==> config.mk <==
export PLATFORM = sky130hd
export DESIGN_NAME = inter_write
export DESIGN_NICKNAME = d
export VERILOG_FILES = /design/src/rtl/soric_inter_pkg.sv /design/src/rtl/inter_write_rr_arb.sv /design/src/rtl/inter_write.sv
export SDC_FILE = /design/constraint.sdc
export NUM_CORES = 1
export LEC_CHECK = 0
export CORE_AREA = 2 2 77 79
export DETAILED_ROUTE_END_ITERATION = 16
export DIE_AREA = 0 0 79 81
export GPL_TIMING_DRIVEN = 0
export PLACE_DENSITY_LB_ADDON = 0.05
export REMOVE_ABC_BUFFERS = 1
export SLEW_MARGIN = 5
export SYNTH_ARGS = -nofsm -noshare
export SYNTH_HDL_FRONTEND = slang
export SYNTH_SLANG_ARGS = --single-unit
==> constraint.sdc <==
create_clock -name clk -period 6.3 [get_ports clk]
set_clock_uncertainty 0.2 [all_clocks]
set_input_delay 1.89 -clock clk [delete_from_list [all_inputs] [get_ports clk]]
set_output_delay 1.89 -clock clk [all_outputs]
set_load 0.01 [all_outputs]
==> src/rtl/soric_inter_pkg.sv <==
// Shared defaults for the soric write interconnect: widths, slave decode
// constants and small helpers used by the top and its arbiters.
package soric_inter_pkg;

  localparam int unsigned INTER_DATA_WIDTH   = 32;
  localparam int unsigned INTER_M_ADDR_WIDTH = 11;
  localparam int unsigned INTER_S_ADDR_WIDTH = 10;
  localparam int unsigned INTER_WOMASTERS    = 2;
  localparam int unsigned INTER_WOSLAVES     = 2;

  // Field i (bits [i*M_ADDR_WIDTH +: M_ADDR_WIDTH]) belongs to slave i:
  // slave 0 takes addr[10] == 0, slave 1 takes addr[10] == 1.
  localparam logic [21:0] INTER_M_ADDR_MATCH = 22'h200000;
  localparam logic [21:0] INTER_M_ADDR_MASK  = 22'h200400;

  // Index width that stays legal for a single-entry vector.
  function automatic int idx_width(input int n);
    return (n > 1) ? $clog2(n) : 1;
  endfunction

endpackage

==> src/rtl/inter_write_rr_arb.sv <==
// Round-robin arbiter for one write slave. A stalled winner stays locked
// until its handshake or until it withdraws its request.
module inter_write_rr_arb
  import soric_inter_pkg::*;
#(
  parameter int N = 2
) (
  input  logic         clk,
  input  logic         reset,
  input  logic [N-1:0] req,
  input  logic         slave_gnt,
  output logic         valid,
  output logic [N-1:0] grant
);

  localparam int IDX_W = idx_width(N);

  logic [IDX_W-1:0] last_grant_r;
  logic [IDX_W-1:0] lock_idx_r;
  logic             lock_r;
  logic [IDX_W-1:0] rr_idx_s;
  logic [IDX_W-1:0] win_idx_s;
  logic             hold_s;

  // Lowest requester above last_grant wins, wrapping to the lowest overall.
  always_comb begin
    rr_idx_s = '0;
    for (int j = N - 1; j >= 0; j--) begin
      rr_idx_s = req[j] ? IDX_W'(j) : rr_idx_s;
    end
    for (int j = N - 1; j >= 0; j--) begin
      rr_idx_s = (req[j] && (IDX_W'(j) > last_grant_r)) ? IDX_W'(j) : rr_idx_s;
    end
  end

  // Locked master keeps the slave while it still requests.
  always_comb begin
    hold_s    = lock_r & req[lock_idx_r];
    win_idx_s = hold_s ? lock_idx_r : rr_idx_s;
    valid     = |req;
    for (int j = 0; j < N; j++) begin
      grant[j] = valid & (win_idx_s == IDX_W'(j));
    end
  end

  // Pointer advances on handshake only; a stall locks the current winner.
  always_ff @(posedge clk or posedge reset) begin
    if (reset) begin
      last_grant_r <= IDX_W'(N - 1);
      lock_idx_r   <= '0;
      lock_r       <= 1'b0;
    end else if (valid && slave_gnt) begin
      last_grant_r <= win_idx_s;
      lock_r       <= 1'b0;
    end else if (valid) begin
      lock_idx_r   <= win_idx_s;
      lock_r       <= 1'b1;
    end else begin
      lock_r       <= 1'b0;
    end
  end

endmodule

==> src/rtl/inter_write.sv <==
// Write-only crossbar: decodes master addresses onto slaves, arbitrates per
// slave and answers unmapped writes locally with an error response.
module inter_write
  import soric_inter_pkg::*;
#(
  parameter int DATA_WIDTH   = INTER_DATA_WIDTH,
  parameter int M_ADDR_WIDTH = INTER_M_ADDR_WIDTH,
  parameter int S_ADDR_WIDTH = INTER_S_ADDR_WIDTH,
  parameter int WOMASTERS    = INTER_WOMASTERS,
  parameter int WOSLAVES     = INTER_WOSLAVES,
  parameter logic [WOSLAVES*M_ADDR_WIDTH-1:0] M_ADDR_MATCH = INTER_M_ADDR_MATCH,
  parameter logic [WOSLAVES*M_ADDR_WIDTH-1:0] M_ADDR_MASK  = INTER_M_ADDR_MASK
) (
  input  logic                               clk,
  input  logic                               reset,
  input  logic [WOMASTERS-1:0]               master_data_req_i,
  input  logic [WOMASTERS*M_ADDR_WIDTH-1:0]  master_data_addr_i,
  input  logic [WOMASTERS*DATA_WIDTH-1:0]    master_data_wdata_i,
  input  logic [WOMASTERS*DATA_WIDTH/8-1:0]  master_data_be_i,
  output logic [WOMASTERS-1:0]               master_data_gnt_o,
  output logic [WOMASTERS-1:0]               master_data_rvalid_o,
  output logic [WOMASTERS-1:0]               master_data_err_o,
  output logic [WOSLAVES-1:0]                slave_data_req_o,
  output logic [WOSLAVES-1:0]                slave_data_we_o,
  output logic [WOSLAVES*S_ADDR_WIDTH-1:0]   slave_data_addr_o,
  output logic [WOSLAVES*DATA_WIDTH-1:0]     slave_data_wdata_o,
  output logic [WOSLAVES*DATA_WIDTH/8-1:0]   slave_data_be_o,
  input  logic [WOSLAVES-1:0]                slave_data_gnt_i
);

  localparam int SIDX_W = idx_width(WOSLAVES);
  localparam int BE_W   = DATA_WIDTH / 8;

  logic [WOSLAVES-1:0]  hit_s     [WOMASTERS];
  logic [SIDX_W-1:0]    sel_s     [WOMASTERS];
  logic [WOMASTERS-1:0] slv_req_s [WOSLAVES];
  logic [WOMASTERS-1:0] slv_grant_s [WOSLAVES];
  logic [WOSLAVES-1:0]  slv_valid_s;
  logic [WOMASTERS-1:0] mapped_s;
  logic [WOMASTERS-1:0] unmapped_s;
  logic [WOMASTERS-1:0] gnt_s;
  logic [WOMASTERS-1:0] rvalid_r;
  logic [WOMASTERS-1:0] err_r;

  for (genvar j = 0; j < WOMASTERS; j++) begin : g_hit
    for (genvar i = 0; i < WOSLAVES; i++) begin : g_slv
      assign hit_s[j][i] =
        (master_data_addr_i[j*M_ADDR_WIDTH +: M_ADDR_WIDTH] & M_ADDR_MASK[i*M_ADDR_WIDTH +: M_ADDR_WIDTH])
        == M_ADDR_MATCH[i*M_ADDR_WIDTH +: M_ADDR_WIDTH];
    end
  end

  // Descending scan so the lowest matching slave wins on overlap.
  always_comb begin
    for (int j = 0; j < WOMASTERS; j++) begin
      sel_s[j]    = '0;
      mapped_s[j] = |hit_s[j];
      for (int i = WOSLAVES - 1; i >= 0; i--) begin
        sel_s[j] = hit_s[j][i] ? SIDX_W'(i) : sel_s[j];
      end
    end
    unmapped_s = master_data_req_i & ~mapped_s;
    for (int i = 0; i < WOSLAVES; i++) begin
      for (int j = 0; j < WOMASTERS; j++) begin
        slv_req_s[i][j] = master_data_req_i[j] & mapped_s[j] & (sel_s[j] == SIDX_W'(i));
      end
    end
  end

  for (genvar i = 0; i < WOSLAVES; i++) begin : g_arb
    inter_write_rr_arb #(.N(WOMASTERS)) u_arb (
      .clk       (clk),
      .reset     (reset),
      .req       (slv_req_s[i]),
      .slave_gnt (slave_data_gnt_i[i]),
      .valid     (slv_valid_s[i]),
      .grant     (slv_grant_s[i])
    );
  end

  // One-hot AND-OR mux of the winner onto each slave port; zero when idle.
  always_comb begin
    slave_data_addr_o  = '0;
    slave_data_wdata_o = '0;
    slave_data_be_o    = '0;
    gnt_s              = unmapped_s;
    for (int i = 0; i < WOSLAVES; i++) begin
      for (int j = 0; j < WOMASTERS; j++) begin
        slave_data_addr_o[i*S_ADDR_WIDTH +: S_ADDR_WIDTH] = slave_data_addr_o[i*S_ADDR_WIDTH +: S_ADDR_WIDTH]
          | ({S_ADDR_WIDTH{slv_grant_s[i][j]}} & master_data_addr_i[j*M_ADDR_WIDTH +: S_ADDR_WIDTH]);
        slave_data_wdata_o[i*DATA_WIDTH +: DATA_WIDTH] = slave_data_wdata_o[i*DATA_WIDTH +: DATA_WIDTH]
          | ({DATA_WIDTH{slv_grant_s[i][j]}} & master_data_wdata_i[j*DATA_WIDTH +: DATA_WIDTH]);
        slave_data_be_o[i*BE_W +: BE_W] = slave_data_be_o[i*BE_W +: BE_W]
          | ({BE_W{slv_grant_s[i][j]}} & master_data_be_i[j*BE_W +: BE_W]);
        gnt_s[j] = gnt_s[j] | (slave_data_gnt_i[i] & slv_grant_s[i][j]);
      end
    end
  end

  assign slave_data_req_o     = slv_valid_s;
  assign slave_data_we_o      = slv_valid_s;
  assign master_data_gnt_o    = gnt_s;
  assign master_data_rvalid_o = rvalid_r;
  assign master_data_err_o    = err_r;

  // Response one cycle after every grant; err marks locally-answered writes.
  always_ff @(posedge clk or posedge reset) begin
    if (reset) begin
      rvalid_r <= '0;
      err_r    <= '0;
    end else begin
      rvalid_r <= gnt_s;
      err_r    <= unmapped_s;
    end
  end

endmodule

==> metrics.md <==
| Metric | Value |
|---|---|
| Path type of the worst setup path | in -> out |
| Post-synth cell types | 23 |
| Core Footprint | 5680 um^2 |
| GPL Wtd Cong | 0.787 |
| Total grt overflow | 0 |
| Worst slew pin tran | 786 ps |
| Net count, final | 453 |
| Status | completed |
| R2R depth | 3 |
| First-pass detailed-route iteration total | 4 |
| Max-Cap Viols | 0 |
| Pwr dens | 121 nW/um^2 |
| Die area | 6400 um^2 |
| Mean Syn Cell Area | 9.20 um^2 |
| Final Critical Period | 6150 ps |
| Initial antenna violation count | 0 |
| Slew Viols, Final | 0 |
| Finish-stage setup viols | 0 |
| DR vias/cell | 5.60 |
| Clk_lat worst skew | 230 ps |
| Final hold viol count | 0 |
| Inst Count DP | 415 |
| Worst r2r src | g_arb[0].u_arb.last_grant_r |
| Tcrit/Tclk final | 97.7% |
| Pin count of the biggest net entering global routing | 42 |
| Routed vias | 2384 |
| Clk slew on worst S/H paths | 40 ps |
| Synth Register Bits | 8 |
| Fin worst setup slack | 146 ps |
| GRT Total Usage | 25.3% |
| Reg-to-reg endpoint | g_arb[0].u_arb.lock_idx_r |
| Vias in the first global route | 2168 |
| WP data required | 4210 ps |
| RSZ-0062 raised after global routing | no |
| Num CTS Buffers | 3 |
| Port Buffers | 199 |
| YS warnings | 0 |
| CP Capture Type | primary output |
| Area of the multi-input gates | 1170 um^2 |
| Pleak | 1.32 nW |
| Hold depth | 1 |
| Maximum buffer depth of the clock tree | 2 |
| Hold EP | g_arb[1].u_arb.last_grant_r |
| Worst Path Max Fanout | 31 |
| Hold_sp | g_arb[1].u_arb.last_grant_r |
| Chip height | 81 um |
| Fillers | 499 |
| GRT Max-Usage Layer | met2 |
| Initial DRC count | 137 |
| Met3 track demand over resource | 4.00% |
| Chip Width | 79 um |
| Clock root cell | clkbuf_8 |
| Met1 Track Usage GR | 32.8% |
| Drc violations | 0 |
| Area grow syn2layout | 139% |
| Critical path arrival | 4060 ps |
| Routed wire length per instance | 20.8 um |
| TritonCTS clock tree | yes |
| Final Non-Filler Cells | 426 |
| Post-Place Setup Slack | -378 ps |
| Num rows | 28 |
| Worst hold-check path type | reg -> reg |
| Max Clk Rate | 163 MHz |
| CP startpoint kind | input port |
| Peak supply drop | 0.128 mV |
| Sink Count | 8 |
| I/O pin count | 202 |
| Rel. slew slack | 47.6% |
| Antenna Cells | 0 |
| Met2 GRT Util | 44.3% |
| Finished Core Util | 64.2% |
| R2r setup slk | 4660 ps |
| Syn Inst Count | 166 |
| Post-Synthesis Cell Area | 1530 um^2 |
| Starting Density | 26.9% |
| DRT antenna net count | 0 |
| First-pass GRT wire length | 12800 um |
| DRT Wirelength | 8840 um |
| Register area | 203 um^2 |
| H-tree Lvls | 1 |
| Sequential fraction of the synthesis area | 13.3% |
| Final HPWL DP | 6100 um |
| Proportion of layout cells with a drive suffix above 1 | 6.84% |
[worst max-delay path, cell delays in order]
cell and delay [ps]:
clkdlybuf4s50_1 530, and2_4 330, buf_12 240, a31oi_4 150, buf_16 200, a32o_1 210, clkdlybuf4s50_1 510
[cells in the mapped netlist]
cell type | count | area share, %
a22o_1 | 47 | 27
a32o_1 | 47 | 31
buf_2 | 11 | 3.6
buf_6 | 9 | 6.6
a21oi_1 | 8 | 2.6
buf_4 | 8 | 3.9
dfrtp_1 | 6 | 9.8
nand2b_1 | 6 | 2.5
nand2_1 | 5 | 1.2
inv_1 | 3 | 0.74
a31oi_4 | 2 | 2.8
clkbuf_1 | 2 | 0.49
dfstp_2 | 2 | 3.4
a21o_1 | 1 | 0.49
a2bb2oi_1 | 1 | 0.57
a31oi_2 | 1 | 0.82
and2_1 | 1 | 0.41
and2b_2 | 1 | 0.57
conb_1 | 1 | 0.25
nand3_1 | 1 | 0.33
nor2_1 | 1 | 0.25
nor2b_1 | 1 | 0.41
or2_1 | 1 | 0.41
[area by class of cell]
| cell class | count | share of cell area, % |
|---|---|---|
| clock buffer | 3 | 1.13 |
| inverter | 3 | 0.309 |
| multi-input combinational | 129 | 32.2 |
| sequential | 8 | 5.56 |
| tap | 75 | 2.57 |
| timing repair buffer | 208 | 58.3 |
[how the worst max path moves through the flow]
stage	start	endpoint
after floorplan	master_data_req_i[1]	master_data_gnt_o[0]
after global placement	master_data_req_i[1]	slave_data_wdata_o[63]
after detailed placement	master_data_req_i[1]	slave_data_wdata_o[63]
after CTS	master_data_req_i[1]	master_data_gnt_o[0]
after global routing	master_data_req_i[0]	slave_data_wdata_o[14]
final	master_data_req_i[1]	slave_data_wdata_o[52]
[sequential cells by signal, indices dropped and copies added (netlist names)]
signal,cells
g_arb.u_arb.last_grant_r,2
g_arb.u_arb.lock_idx_r,2
g_arb.u_arb.lock_r,2
master_data_rvalid_o,2
[logic make-up (layout without fill, tap and decap cells)]
family	Yosys count	in the layout	synth area share, %
AO/OA/AOI/OAI	107	110	65.0
flip-flops	8	8	13.3
AND/OR/NAND/NOR	17	17	6.06
buffers and inverters	33	214	15.4
other	1	2	0.245
[cells in the final DEF, fill, tap and decap left out, drive strengths merged]
master	instances
nor2	1
a31oi	6
a21o	1
a21oi	8
and2b	1
nor2b	1
nand3	1
and2	1
dfrtp	6
inv	3
or2	1
buf	9
a32o	47
nand2b	6
clkbuf	3
nand2	5
a22o	47
conb	2
clkdlybuf4s50	199
dfstp	2
a2bb2oi	1
[per-stage QoR]
step	hold slack, ps	area, um^2	setup TNS (ps)	power (mW)
final	304	3650	0	0.441
after global routing	316	3650	0	0.461
after CTS	306	3610	0	0.439
after detailed placement	299	3500	-21550	0.365
after global placement	293	3390	-133370	0.354
after floorplan	283	1310	0	0.172
[metal layers]
metal / wire length [um] / vias to the layer above
met5: 0 / -
met2: 4490 / 117
met3: 658 / 11
met4: 114 / 0
met1: 3580 / 1149
li1: - / 1107
[timing repair]
action,4_1_cts,5_1_grt
setup buffers,2,3
endpoints found under the setup margin,93,71
pin swaps,2,1
gates resized for setup,2,3
endpoints found under the hold margin,0,0
gates cloned,3,0
hold buffers,0,0
[power by group]
part	internal (mW)	switching, mW
clock	0.0415	0.0221
sequential	0.0596	0.00369
combinational	0.186	0.128
total	0.287	0.154
Note: power is estimated with default switching activity, not from simulation.
